File: src/rtl/quiz_game_core_if.sv
// Quiz game core bus: question handshake, digit editing controls and game status.
interface quiz_game_core_if #(
  parameter int unsigned DIGITS     = 3,
  parameter int unsigned HP_INIT    = 3,
  parameter int unsigned ROUNDS     = 5,
  parameter int unsigned TIME_LIMIT = 1000
);
  localparam int unsigned SELW = (DIGITS > 1) ? $clog2(DIGITS) : 1;
  localparam int unsigned HPW  = $clog2(HP_INIT + 1);
  localparam int unsigned RW   = $clog2(ROUNDS + 1);
  localparam int unsigned TW   = $clog2(TIME_LIMIT + 1);
  localparam int unsigned AW   = DIGITS * 4;

  logic            ready;
  logic            q_valid;
  logic [AW-1:0]   q_data;
  logic            q_req;
  logic [SELW-1:0] sel;
  logic            inc;
  logic            clr;
  logic            submit;
  logic [AW-1:0]   answer;
  logic [2:0]      state;
  logic [HPW-1:0]  hp;
  logic [RW-1:0]   round;
  logic [TW-1:0]   timer;
  logic [1:0]      result;
  logic            win;
  logic            lose;

  // Player / question source side
  modport master (
    output ready, q_valid, q_data, sel, inc, clr, submit,
    input  q_req, answer, state, hp, round, timer, result, win, lose
  );

  // Game core side
  modport slave (
    input  ready, q_valid, q_data, sel, inc, clr, submit,
    output q_req, answer, state, hp, round, timer, result, win, lose
  );
endinterface

File: src/rtl/quiz_game_core.sv
// Quiz game core: fetches BCD questions, lets the player edit digits under a
// time limit, scores answers and tracks lives and rounds to a win or loss.
module quiz_game_core #(
  parameter int unsigned DIGITS      = 3,
  parameter int unsigned HP_INIT     = 3,
  parameter int unsigned ROUNDS      = 5,
  parameter int unsigned TIME_LIMIT  = 1000,
  parameter int unsigned SHOW_CYCLES = 4
) (
  input  logic            clk,
  input  logic            rst,
  quiz_game_core_if.slave bus
);
  localparam int unsigned HPW = $clog2(HP_INIT + 1);
  localparam int unsigned RW  = $clog2(ROUNDS + 1);
  localparam int unsigned TW  = $clog2(TIME_LIMIT + 1);
  localparam int unsigned AW  = DIGITS * 4;
  localparam int unsigned SCW = (SHOW_CYCLES > 1) ? $clog2(SHOW_CYCLES) : 1;

  typedef enum logic [2:0] {
    S_IDLE   = 3'd0,
    S_REQ    = 3'd1,
    S_WAIT_Q = 3'd2,
    S_INPUT  = 3'd3,
    S_CHECK  = 3'd4,
    S_SHOW   = 3'd5,
    S_WIN    = 3'd6,
    S_LOSE   = 3'd7
  } state_t;

  state_t         state_q, state_d;
  logic [AW-1:0]  answer_q, answer_d;
  logic [AW-1:0]  quest_q, quest_d;
  logic [HPW-1:0] hp_q, hp_d;
  logic [RW-1:0]  round_q, round_d;
  logic [TW-1:0]  timer_q, timer_d;
  logic [1:0]     result_q, result_d;
  logic [SCW-1:0] show_q, show_d;
  logic           q_req_q, win_q, lose_q;

  // Next-state and datapath update for every game register
  always_comb begin
    state_d  = state_q;
    answer_d = answer_q;
    quest_d  = quest_q;
    hp_d     = hp_q;
    round_d  = round_q;
    timer_d  = timer_q;
    result_d = result_q;
    show_d   = show_q;
    case (state_q)
      S_IDLE: begin
        if (bus.ready) begin
          hp_d     = HPW'(HP_INIT);
          round_d  = '0;
          result_d = 2'b00;
          state_d  = S_REQ;
        end
      end
      S_REQ: state_d = S_WAIT_Q;
      S_WAIT_Q: begin
        if (bus.q_valid) begin
          quest_d  = bus.q_data;
          answer_d = '0;
          timer_d  = TW'(TIME_LIMIT);
          result_d = 2'b00;
          state_d  = S_INPUT;
        end
      end
      S_INPUT: begin
        if (timer_q != '0) timer_d = timer_q - TW'(1);
        if (bus.submit) begin
          state_d = S_CHECK;
        end else begin
          if (bus.clr) begin
            answer_d = '0;
          end else if (bus.inc) begin
            // An out-of-range SEL matches no digit and is dropped here
            for (int unsigned i = 0; i < DIGITS; i++) begin
              if (SELW_MATCH(i)) begin
                answer_d[i*4 +: 4] = (answer_q[i*4 +: 4] == 4'd9) ? 4'd0
                                   : answer_q[i*4 +: 4] + 4'd1;
              end
            end
          end
          if (timer_q == TW'(1)) begin
            result_d = 2'b11;
            hp_d     = (hp_q != '0) ? hp_q - HPW'(1) : hp_q;
            show_d   = '0;
            state_d  = S_SHOW;
          end
        end
      end
      S_CHECK: begin
        if (answer_q == quest_q) begin
          result_d = 2'b01;
          round_d  = (round_q != RW'(ROUNDS)) ? round_q + RW'(1) : round_q;
        end else begin
          result_d = 2'b10;
          hp_d     = (hp_q != '0) ? hp_q - HPW'(1) : hp_q;
        end
        show_d  = '0;
        state_d = S_SHOW;
      end
      S_SHOW: begin
        if (show_q == SCW'(SHOW_CYCLES - 1)) begin
          if (hp_q == '0)                 state_d = S_LOSE;
          else if (round_q == RW'(ROUNDS)) state_d = S_WIN;
          else                            state_d = S_REQ;
        end else begin
          show_d = show_q + SCW'(1);
        end
      end
      S_WIN, S_LOSE: begin
        if (bus.ready) state_d = S_IDLE;
      end
      default: state_d = S_IDLE;
    endcase
  end

  // Digit index compare kept at the select width so no bits are dropped
  function automatic logic SELW_MATCH(input int unsigned idx);
    return ($bits(bus.sel))'(idx) == bus.sel;
  endfunction

  // State and output registers; reset wins over everything else
  always_ff @(posedge clk) begin
    if (rst) begin
      state_q  <= S_IDLE;
      answer_q <= '0;
      quest_q  <= '0;
      hp_q     <= HPW'(HP_INIT);
      round_q  <= '0;
      timer_q  <= '0;
      result_q <= 2'b00;
      show_q   <= '0;
      q_req_q  <= 1'b0;
      win_q    <= 1'b0;
      lose_q   <= 1'b0;
    end else begin
      state_q  <= state_d;
      answer_q <= answer_d;
      quest_q  <= quest_d;
      hp_q     <= hp_d;
      round_q  <= round_d;
      timer_q  <= timer_d;
      result_q <= result_d;
      show_q   <= show_d;
      q_req_q  <= (state_d == S_REQ);
      win_q    <= (state_d == S_WIN);
      lose_q   <= (state_d == S_LOSE);
    end
  end

  assign bus.q_req  = q_req_q;
  assign bus.answer = answer_q;
  assign bus.state  = state_q;
  assign bus.hp     = hp_q;
  assign bus.round  = round_q;
  assign bus.timer  = timer_q;
  assign bus.result = result_q;
  assign bus.win    = win_q;
  assign bus.lose   = lose_q;
endmodule
File: src/flat_wrapper.sv
// flat-port wrapper written by rule: the top's interface ports become plain ports
module quiz_game_core_flat 
#(
  parameter int unsigned DIGITS      = 3,
  parameter int unsigned HP_INIT     = 3,
  parameter int unsigned ROUNDS      = 5,
  parameter int unsigned TIME_LIMIT  = 1000,
  parameter int unsigned SHOW_CYCLES = 4
)
  (clk, rst, bus_ready, bus_q_valid, bus_q_data, bus_sel, bus_inc, bus_clr, bus_submit, bus_q_req, bus_answer, bus_state, bus_hp, bus_round, bus_timer, bus_result, bus_win, bus_lose);
  quiz_game_core_if #(.DIGITS(DIGITS), .HP_INIT(HP_INIT), .ROUNDS(ROUNDS), .TIME_LIMIT(TIME_LIMIT)) bus_i ();
  input  logic clk;
  input  logic rst;
  input wire logic [$bits(bus_i.ready)-1:0] bus_ready;
  input wire logic [$bits(bus_i.q_valid)-1:0] bus_q_valid;
  input wire logic [$bits(bus_i.q_data)-1:0] bus_q_data;
  input wire logic [$bits(bus_i.sel)-1:0] bus_sel;
  input wire logic [$bits(bus_i.inc)-1:0] bus_inc;
  input wire logic [$bits(bus_i.clr)-1:0] bus_clr;
  input wire logic [$bits(bus_i.submit)-1:0] bus_submit;
  output wire logic [$bits(bus_i.q_req)-1:0] bus_q_req;
  output wire logic [$bits(bus_i.answer)-1:0] bus_answer;
  output wire logic [$bits(bus_i.state)-1:0] bus_state;
  output wire logic [$bits(bus_i.hp)-1:0] bus_hp;
  output wire logic [$bits(bus_i.round)-1:0] bus_round;
  output wire logic [$bits(bus_i.timer)-1:0] bus_timer;
  output wire logic [$bits(bus_i.result)-1:0] bus_result;
  output wire logic [$bits(bus_i.win)-1:0] bus_win;
  output wire logic [$bits(bus_i.lose)-1:0] bus_lose;
  assign bus_i.ready = bus_ready;
  assign bus_i.q_valid = bus_q_valid;
  assign bus_i.q_data = bus_q_data;
  assign bus_i.sel = bus_sel;
  assign bus_i.inc = bus_inc;
  assign bus_i.clr = bus_clr;
  assign bus_i.submit = bus_submit;
  assign bus_q_req = bus_i.q_req;
  assign bus_answer = bus_i.answer;
  assign bus_state = bus_i.state;
  assign bus_hp = bus_i.hp;
  assign bus_round = bus_i.round;
  assign bus_timer = bus_i.timer;
  assign bus_result = bus_i.result;
  assign bus_win = bus_i.win;
  assign bus_lose = bus_i.lose;
  quiz_game_core #(.DIGITS(DIGITS), .HP_INIT(HP_INIT), .ROUNDS(ROUNDS), .TIME_LIMIT(TIME_LIMIT), .SHOW_CYCLES(SHOW_CYCLES)) u_core (.clk(clk), .rst(rst), .bus(bus_i));
endmodule
File: config.mk
export PLATFORM = sky130hd
export DESIGN_NAME = quiz_game_core_flat
export DESIGN_NICKNAME = d
export VERILOG_FILES = /design/src/rtl/quiz_game_core_if.sv /design/src/rtl/quiz_game_core.sv /design/src/flat_wrapper.sv
export SDC_FILE = /design/constraint.sdc
export NUM_CORES = 1
export LEC_CHECK = 0
export ABC_AREA = 1
export CAP_MARGIN = 20
export CORE_UTILIZATION = 50
export DETAILED_ROUTE_END_ITERATION = 12
export PLACE_DENSITY = 0.88
export SETUP_SLACK_MARGIN = 0.02
export SLEW_MARGIN = 20
export SYNTH_ARGS = -nofsm -noshare
export SYNTH_HDL_FRONTEND = slang
export SYNTH_SLANG_ARGS = --single-unit
File: constraint.sdc
create_clock -name clk -period 4.29 [get_ports clk]
set_input_delay 0.858 -clock clk [delete_from_list [all_inputs] [get_ports clk]]
set_output_delay 0.858 -clock clk [all_outputs]
set_load 0.02 [all_outputs]
Word-level counts from Yosys, hierarchy flattened
Index checks and enable logic that the tools add are counted.
Storage, ports and cells
  register bits: 49
  input port bits: 21
  word-level logic and storage cells: 116
Operators by class
  add/subtract/negate cells: 7
  equality and inequality tests: 33
  mux-type cells: 43
  reduce and logical (&&, ||, !) cells: 20
Operators by type and width (number)
  $mux 12: 4
  $mux 3: 11
  $mux 2: 13
  $reduce_and 5->1: 5
  $mux 4: 6
  $pmux 12 s2: 1
  $eq 3x3->1 const B: 7
  $pmux 3 s7: 1
  $mux 10: 2
  $pmux 10 s2: 1
  $add 4x1->4 const B: 3
  $eq 12x12->1: 1
  $eq 4x4->1 const B: 3
  $pmux 2 s3: 2
  $eq 10x1->1 const B: 1
  $ne 2x2->1 const B: 5
  $reduce_bool 10->1: 1
  $sub 10x1->10 const B: 1
  $ne 3x2->1 const B: 3
  $ne 2x1->1 const B: 4
  $pmux 2 s4: 1
  $reduce_and 4->1: 2
  $eq 3x1->1 const B: 2
  $eq 3x2->1 const B: 2
  16 further kinds: 21

Longest topological paths before layout
Gate-level depths: netlist of run 1.
  word-level depth: 7
  mapped depth: 11
  gate-level depth less buffers: 11

Least setup slack after synthesis of run 1
OpenSTA, ideal clock, no wires.
  path type: input port to flip-flop
  start point: input port bus_sel[1]
  end point: register u_core.answer_q[11], in the netlist u_core.bus.answer[11]
  library setup time: 123 ps
  data arrival time: 1544 ps
  required time: 4167 ps
  setup slack: 2623 ps
  cell stages on the path: 7
  path through: inv_1 > o31ai_1 > nand2_2 > inv_2 > nand2_1 > xor2_1 > nor2_1
On the way
  word-level cells in the longest chain between the ends: 3
RTL lines
  start, declared: RTL line flat_wrapper.sv:17  | input wire logic [$bits(bus_i.sel)-1:0] bus_sel;
  $eq 2x2->1: RTL line quiz_game_core.sv:123  | return ($bits(bus.sel))'(idx) == bus.sel;
  $ne 3x2->1 (no line)
  $reduce_and 5->1 (no line)
  end signal, assigned: RTL line quiz_game_core.sv:142  | answer_q <= answer_d;
  end, declared: RTL line quiz_game_core.sv:32  | logic [AW-1:0] answer_q, answer_d;
Every way passes these cells.
A chain may end at the register's enable or synchronous reset.

Worst setup path in the final report of run 1
  start point: register u_core.state_q[0], in the netlist u_core.bus.state[0]
  end point: output port bus_state[0]
RTL lines
  start, declared: RTL line quiz_game_core.sv:31  | state_t state_q, state_d;
  start signal, assigned: RTL line quiz_game_core.sv:141  | state_q <= state_d;
  end, declared: RTL line flat_wrapper.sv:23  | output wire logic [$bits(bus_i.state)-1:0] bus_state;
No word-level cell between the ends.

==> results of run 1 <==
## final timing paths
check                       from              endpoint  slack [ns]  depth (start not counted)
min            u_core.quest_q[8]     u_core.quest_q[8]        0.48                          2
max reg2reg  u_core.bus.state[1]  u_core.bus.answer[7]        2.33                          7
min reg2reg    u_core.quest_q[8]     u_core.quest_q[8]        0.48                          2
max          u_core.bus.state[0]          bus_state[0]        1.91                          1
## layout make-up
cell class	instances	share of cell area
multi-input cells	305	0.441
flip-flops and latches	49	0.282
repair buffers	55	0.158
inverters	65	0.0702
well taps	70	0.0252
clock buffers	8	0.0230
## cells in the final DEF, fill, tap and decap left out
cell	instances
nand2_2	3
clkbuf_1	3
a21oi_1	28
inv_2	8
nand2_1	106
o21ai_0	26
xnor2_1	5
o22ai_1	2
o31ai_1	2
nand3_4	1
clkbuf_8	5
a31oi_1	3
nor2_1	55
nand4_1	8
nor3b_2	1
o21ai_2	2
ha_1	13
a21oi_2	1
nor2_2	1
xor2_1	4
o21ai_1	4
or2_2	2
nand3_2	1
inv_1	57
nor3_1	8
clkdlybuf4s50_1	55
and2_1	2
nand3_1	25
dfxtp_1	49
nand3b_1	1
nor2_4	1
## kinds of logic after synthesis
family | share of synthesized area
AOI/OAI and AO/OA | 0.130
xor gates and xnor gates | 0.0282
adders and majority gates | 0.0582
buffers and inverters | 0.100
DFF | 0.351
and+or+nand+nor | 0.332
## metal layers
metal	share of wire	GRT usage
met4	0.017	0.0942
met5	0	0
met3	0.055	0.0381
met2	0.47	0.403
met1	0.46	0.289
## state kept, by name, indices dropped and copies added (netlist names)
| register | count |
|---|---|
| u_core.bus.answer | 12 |
| u_core.bus.hp | 2 |
| u_core.bus.lose | 1 |
| u_core.bus.q_req | 1 |
| u_core.bus.result | 2 |
| u_core.bus.round | 3 |
| u_core.bus.state | 3 |
| u_core.bus.timer | 10 |
| u_core.bus.win | 1 |
| u_core.quest_q | 12 |
| u_core.show_q | 2 |
## power by group through the flow
| stage | clock [W] | sequential [W] | combinational (W) |
|---|---|---|---|
| after global routing | 0.000287 | 0.000609 | 0.000772 |
| final | 0.000267 | 0.000597 | 0.000684 |
| after detailed placement | 0 | 0.000607 | 0.000679 |
| after CTS | 0.000270 | 0.000596 | 0.000682 |
| after floorplan | 0 | 0.000654 | 0.000415 |
| after global placement | 0 | 0.000608 | 0.000657 |
## tightest hold or removal path, delay by kind of cell (launching register included)
| family | cells | cell delay [ns] |
|---|---|---|
| AOI/OAI and AO/OA | 1 | 0.06 |
| DFF | 1 | 0.32 |
| buffers and inverters | 1 | 0.06 |
## through the flow
stage / setup slack (ns) / hold WS (ns) / instance area (um^2) / util
after floorplan: 2.62 / 0.444 / 2790 / -
after global placement: 1.65 / 0.456 / 3400 / 0.648
after detailed placement: 1.58 / 0.467 / 3400 / 0.648
after CTS: 1.91 / 0.480 / 3480 / 0.664
after global routing: 1.77 / 0.504 / 3480 / 0.664
final: 1.91 / 0.477 / 3480 / 0.664
==> flow_metrics.env, run 1 <==
export IMPL_status="completed"
export IMPL_cts_sinks=49
export IMPL_swShare=0.407
export IMPL_vias=2837
export IMPL_synthDominantCellAreaShare=0.351
export IMPL_cts_htree_levels=2
export IMPL_place_congestion=0.855
export IMPL_io_pins=56
export IMPL_min_period_over_period=0.555
export IMPL_start_util=0.533
export IMPL_crit_slowest_cell="clkdlybuf4s50_1"
export IMPL_drive_above_1_share=0.0539
export IMPL_clockBufferDepth=2
export IMPL_end_kind="output port"
export IMPL_yosysSeqAreaShare=0.351
export IMPL_antenna_found_initial=0
export IMPL_cts_resized=0
export IMPL_tightest_slew_ns=0.733
export IMPL_min_period_ns=2.38
export IMPL_die_h_um=76.8
export IMPL_netlist_top_cells_area="dfxtp_1, nand2_1, inv_1"
export IMPL_syn_avg_cell_area_um2=6.54
export IMPL_grt_max_degree=27
export IMPL_wl_per_cell_um=11.9
export IMPL_hp_class="flip-flop to flip-flop"
export IMPL_cts_tree="built"
export IMPL_yosysWarnings=0
export IMPL_nFillCells=469
export IMPL_rsz0062_at_grt="no"
export IMPL_netlist_top_cells_count="nand2_1, inv_1, nor2_1"
export IMPL_viasPerCell=5.14
export IMPL_p_comb_frac=0.442
export IMPL_p_leak_nw=1.54
export IMPL_path_delay_family="buffers and inverters"
export IMPL_intPower_w=0.000918
export IMPL_ir_worst_vdd_mv=0.245
export IMPL_wl_um=6560
export IMPL_clkLatencyLatePin_ns=0.31
export IMPL_grt_pass1_wl_um=11300
export IMPL_synth_most_common_cell="nand2_1"
export IMPL_sequentialPowerShare=0.386
export IMPL_cp_slowest_stage_delay_ns=0.67
export IMPL_dr_pass1_iters=5
export IMPL_tns_ns=0
export IMPL_cp_num_buf_inv=1
export IMPL_ys_async_sr_fraction=0
export IMPL_synth_enable_flop_cells=0
export IMPL_worst_setup_path_type="flip-flop to output port"
export IMPL_setup_viol=0
export IMPL_netlist_area_um2=2790
export IMPL_power_share_clock=0.173
export IMPL_cp_max_fo=8
export IMPL_ys_ff_latch=49
export IMPL_fin_cells=552
export IMPL_track_usage=0.234
export IMPL_final_seq_area_um2=981
export IMPL_placed_cells_incl_taps=544
export IMPL_drtIter0Drc=201
export IMPL_cts_made_buffers=5
export IMPL_max_freq_ghz=0.420
export IMPL_synth_cell_types=31
export IMPL_arrival_ns=1.52
export IMPL_core_um2=5240
export IMPL_final_nets=515
export IMPL_hold_buffers=0
export IMPL_final_antenna_net_count=0
export IMPL_path_clk_slew_ns=0.09
export IMPL_synth_flop_cell="dfxtp_1"
export IMPL_finalPower_w=0.00155
export IMPL_syn_to_final_growth_pct=24.4
export IMPL_diodes=0
export IMPL_dieArea_um2=5890
export IMPL_cts_root_buffer="clkbuf_8"
export IMPL_drcViolationCount=0
export IMPL_port_buffers=55
export IMPL_die_w_um=76.8
export IMPL_critPathRequiredTime_ns=3.43
export IMPL_gr_total_overflow=0
export IMPL_worstSetupStartpointType="flip-flop"
export IMPL_cap_violations=0
export IMPL_rows=26
export IMPL_synthCells=427
export IMPL_cts_setup_buffers=0
export IMPL_yosysTopAreaCell="dfxtp_1"
export IMPL_slew_headroom=0.511
export IMPL_clock_skew_ns=0.00375
export IMPL_timing_final_max_slew_violations=0
export IMPL_hold_viol=0
export IMPL_multi_input_area_um2=1530
export IMPL_crit_path_cell_trace="clkdlybuf4s50_1"
export IMPL_power_switching_w=0.000630
export IMPL_place_hpwl_um=5000
export IMPL_grt_pass1_vias=2603
export IMPL_synth_fp_nets=461
export IMPL_power_density_nw_per_um2=445
(Power assumes the default switching activity.)
==> run 2: changes to the inputs <==
Clock period 4.29 ns to 2.41 ns, I/O delays scaled along.
==> flow_metrics.env, run 2 (synthesized netlist as in run 1, its figures left out) <==
export IMPL_status="completed"
export IMPL_timing_final_max_slew_violations=0
export IMPL_power_density_nw_per_um2=820
export IMPL_swShare=0.390
export IMPL_grt_pass1_vias=2551
export IMPL_setup_viol=0
export IMPL_layout_commonest_cell="nand2_1"
export IMPL_cp_slowest_stage_delay_ns=0.67
export IMPL_path_delay_family="buffers and inverters"
export IMPL_io_pins=56
export IMPL_hold_viol=0
export IMPL_cts_made_buffers=5
export IMPL_crit_slowest_cell="clkdlybuf4s50_1"
export IMPL_viasPerCell=5.13
export IMPL_track_usage=0.234
export IMPL_dieArea_um2=5890
export IMPL_drcViolationCount=0
export IMPL_max_freq_ghz=0.503
export IMPL_cts_sinks=49
export IMPL_final_cell_mix="nand2_1, inv_1, nor2_1, clkdlybuf4s50_1, dfxtp_1"
export IMPL_rows=26
export IMPL_slew_headroom=0.773
export IMPL_cts_root_buffer="clkbuf_8"
export IMPL_cts_setup_buffers=0
export IMPL_grt_max_degree=27
export IMPL_rsz0062_at_grt="no"
export IMPL_worst_setup_path_type="flip-flop to output port"
export IMPL_drive_above_1_share=0.0658
export IMPL_arrival_ns=1.51
export IMPL_dr_pass1_iters=4
export IMPL_start_util=0.533
export IMPL_clkLatencyLatePin_ns=0.30
export IMPL_holdWs_ns=0.475
export IMPL_tightest_slew_ns=0.340
export IMPL_critPathRequiredTime_ns=1.93
export IMPL_cts_resized=0
export IMPL_worstSetupStartpointType="flip-flop"
export IMPL_tns_ns=0
export IMPL_gr_total_overflow=0
export IMPL_die_w_um=76.8
export IMPL_clockBufferDepth=2
export IMPL_diodes=0
export IMPL_p_comb_frac=0.421
export IMPL_finalPower_w=0.00291
export IMPL_syn_to_final_growth_pct=26.8
export IMPL_min_period_over_period=0.824
export IMPL_r2r_slack_ns=0.71
export IMPL_ir_worst_vdd_mv=0.410
export IMPL_path_clk_slew_ns=0.09
export IMPL_place_congestion=0.924
export IMPL_power_switching_w=0.00113
export IMPL_final_nets=519
export IMPL_final_antenna_net_count=0
export IMPL_place_hpwl_um=4990
export IMPL_cts_tree="built"
export IMPL_antenna_found_initial=0
export IMPL_cap_violations=0
export IMPL_die_h_um=76.8
export IMPL_place_ws_ns=0.508
export IMPL_p_leak_nw=1.58
export IMPL_cp_max_fo=8
export IMPL_vias=2852
export IMPL_end_kind="output port"
export IMPL_sequentialPowerShare=0.368
export IMPL_grt_pass1_wl_um=11200
export IMPL_clock_skew_ns=0.00544
export IMPL_worst_slack_ns=0.423
export IMPL_hold_buffers=0
export IMPL_power_share_clock=0.211
export IMPL_wl_um=6510
export IMPL_min_period_ns=1.99
export IMPL_port_buffers=55
export IMPL_cts_htree_levels=2
export IMPL_cp_num_buf_inv=1
export IMPL_wl_per_cell_um=11.7
export IMPL_crit_path_cell_trace="clkdlybuf4s50_1"
export IMPL_intPower_w=0.00177
export IMPL_hp_class="flip-flop to flip-flop"
export IMPL_core_um2=5240
export IMPL_drtIter0Drc=181
[run 2: area by class of cell]
type / instances / area (um^2)
Multi-Input combinational cell: 305 / 1530
Tap cell: 70 / 87.6
Clock inverter: 1 / 30.0
Timing Repair Buffer: 59 / 581
Inverter: 65 / 244
Fill cell: 436 / 1700
Sequential cell: 49 / 981
Clock buffer: 7 / 86.3
[run 2: metal layers]
metal | global-route usage | wire (um)
met5 | 0 | 0
met4 | 0.0981 | 93
met3 | 0.0429 | 391
met2 | 0.389 | 3060
met1 | 0.295 | 2970
[run 2: path summary, 6_finish.rpt]
kind	from	depth (start not counted)	end
hold / removal	u_core.quest_q[5]	2	u_core.quest_q[5]
setup reg to reg	u_core.bus.state[0]	6	u_core.bus.answer[3]
setup / recovery	u_core.bus.state[0]	1	bus_state[0]
hold reg to reg	u_core.quest_q[5]	2	u_core.quest_q[5]
[run 2: metrics by stage]
step           cells  cell area (um^2)  utilization
6_report         556              3540        0.676
5_1_grt          556              3540        0.676
4_1_cts          556              3540        0.676
3_5_place_dp     548              3430        0.654
3_3_place_gp     548              3430        0.654
2_1_floorplan    427              2790            -
[run 2: power groups by stage]
stage / clock network (W) / logic, W / registers [W]
after floorplan: 0 / 0.000738 / 0.00116
after global placement: 0 / 0.00118 / 0.00108
after detailed placement: 0 / 0.00121 / 0.00108
after CTS: 0.000625 / 0.00122 / 0.00107
after global routing: 0.000657 / 0.00138 / 0.00109
final: 0.000614 / 0.00122 / 0.00107
==> run 3: changes to the inputs <==
Settings changed: CORE_UTILIZATION 50 to 47, PLACE_DENSITY 0.88 to 0.87.
Clock period 2.41 ns to 1.7 ns, I/O delays scaled along.
==> flow_metrics.env, run 3 (synthesized netlist as in run 1, its figures left out) <==
export IMPL_arrival_ns=1.28
export IMPL_cts_sinks=49
export IMPL_diodes=0
export IMPL_dieArea_um2=6260
export IMPL_grt_pass1_vias=2633
export IMPL_crit_path_cell_trace="clkdlybuf4s50_1"
export IMPL_clock_skew_ns=0.00596
export IMPL_status="completed"
export IMPL_cts_tree="built"
export IMPL_clkLatencyLatePin_ns=0.30
export IMPL_layout_commonest_cell="nand2_1"
export IMPL_cap_violations=0
export IMPL_start_util=0.498
export IMPL_min_period_over_period=0.950
export IMPL_drive_above_1_share=0.0935
export IMPL_placed_cell_area_um2=3480
export IMPL_drcViolationCount=0
export IMPL_cts_root_buffer="clkbuf_8"
export IMPL_cp_max_fo=3
export IMPL_power_density_nw_per_um2=1100
export IMPL_hp_class="flip-flop to flip-flop"
export IMPL_antenna_found_initial=0
export IMPL_rows=27
export IMPL_track_usage=0.227
export IMPL_min_period_ns=1.62
export IMPL_ir_worst_vdd_mv=0.588
export IMPL_finalPower_w=0.00396
export IMPL_worstSetupStartpointType="flip-flop"
export IMPL_intPower_w=0.00235
export IMPL_final_antenna_net_count=0
export IMPL_final_area_um2=3590
export IMPL_port_buffers=55
export IMPL_worst_setup_path_type="flip-flop to output port"
export IMPL_hold_depth=2
export IMPL_place_congestion=0.912
export IMPL_die_h_um=79.1
export IMPL_clockBufferDepth=2
export IMPL_place_hpwl_um=5060
export IMPL_core_um2=5610
export IMPL_vias=2943
export IMPL_grt_max_degree=22
export IMPL_io_pins=56
export IMPL_wl_um=6780
export IMPL_cts_made_buffers=5
export IMPL_worst_r2r_endpoint="u_core.bus.answer[11]"
export IMPL_slew_headroom=0.782
export IMPL_power_switching_w=0.00160
export IMPL_hold_path_end="u_core.quest_q[9]"
export IMPL_tightest_slew_ns=0.324
export IMPL_sequentialPowerShare=0.380
export IMPL_end_kind="output port"
export IMPL_dr_pass1_iters=5
export IMPL_p_comb_frac=0.446
export IMPL_wl_per_cell_um=12.0
export IMPL_rr_startpoint="u_core.bus.state[2]"
export IMPL_nFillCells=509
export IMPL_hold_start="u_core.quest_q[9]"
export IMPL_setup_viol=0
export IMPL_die_w_um=79.1
export IMPL_cp_slowest_stage_delay_ns=0.61
export IMPL_timing_final_max_slew_violations=0
export IMPL_path_delay_family="buffers and inverters"
export IMPL_final_nets=526
export IMPL_cts_htree_levels=2
export IMPL_cp_num_buf_inv=1
export IMPL_critPathRequiredTime_ns=1.36
export IMPL_max_freq_ghz=0.619
export IMPL_reg2reg_depth=9
export IMPL_path_clk_slew_ns=0.08
export IMPL_r2r_slack_ns=0.11
export IMPL_final_cell_mix="nand2_1, inv_1, nor2_1, dfxtp_1, clkdlybuf4s50_1"
export IMPL_syn_to_final_growth_pct=28.6
export IMPL_gr_total_overflow=0
export IMPL_drtIter0Drc=174
export IMPL_crit_slowest_cell="clkdlybuf4s50_1"
export IMPL_power_share_clock=0.174
export IMPL_swShare=0.405
export IMPL_rsz0062_at_grt="no"
export IMPL_viasPerCell=5.22
export IMPL_grt_pass1_wl_um=11300
export IMPL_hold_viol=0
export IMPL_p_leak_nw=1.82
run 3: cell count changes in the layout (fill, tap and decap cells not counted), moves of 7 or more:
| cell | before | now |
|---|---|---|
| dlygate4sd2_1 | 0 | 19 |
| clkdlybuf4s50_1 | 55 | 28 |
| dlymetal6s2s_1 | 0 | 8 |
| buf_4 | 4 | 11 |
run 3: final cells by class:
| class | instances | area, um^2 | area share |
|---|---|---|---|
| sequential | 49 | 983 | 0.274 |
| timing repair buffer | 66 | 629 | 0.175 |
| tap | 72 | 90.1 | 0.0251 |
| inverter | 65 | 244 | 0.0679 |
| clock buffer | 7 | 86.3 | 0.0240 |
| multi-input combinational | 305 | 1560 | 0.434 |
run 3: metrics by stage:
step                utilization  setup TNS (ns)  worst slack (ns)  hold WS [ns]  std cells
floorplan                     -               0             0.131         0.444        427
global placement          0.621          -0.224           -0.0547         0.453        557
detailed placement        0.621          -0.888            -0.150         0.459        557
CTS                       0.632               0            0.0217         0.471        564
global route              0.641               0            0.0238         0.494        564
finish                    0.641               0            0.0847         0.475        564
run 3: timing repair:
action / in CTS / in global routing
setup buffers: 0 / 0
resized for setup: 19 / 17
hold buffers: 0 / 0
setup endpoints to repair: 19 / 36
run 3: worst max-delay path by stage:
stage	slack, ns	cells after the start	startpoint	end
finish	0.08	1	u_core.bus.timer[1]	bus_timer[1]
global route	0.02	9	u_core.bus.timer[4]	u_core.bus.result[1]
CTS	0.02	1	u_core.bus.answer[3]	bus_answer[3]
detailed placement	-0.15	6	bus_sel[1]	u_core.bus.answer[9]
global placement	-0.05	8	bus_sel[1]	u_core.bus.answer[11]
floorplan	0.13	9	u_core.bus.state[0]	u_core.bus.hp[0]
run 3: metal layers:
| metal | vias up | global-route usage | wire (um) |
|---|---|---|---|
| li1 | 1476 | - | - |
| met1 | 1334 | 0.270 | 3010 |
| met2 | 118 | 0.398 | 3260 |
| met3 | 15 | 0.0368 | 391 |
| met4 | 0 | 0.0982 | 117 |
| met5 | - | 0 | 0 |
run 3: power by group through the flow:
stage	clock network [W]	registers, W	logic, W
3_3_place_gp	0	0.00152	0.00172
2_1_floorplan	0	0.00165	0.00105
3_5_place_dp	0	0.00153	0.00177
4_1_cts	0.000702	0.00150	0.00174
6_report	0.000687	0.00150	0.00177
5_1_grt	0.000764	0.00153	0.00197
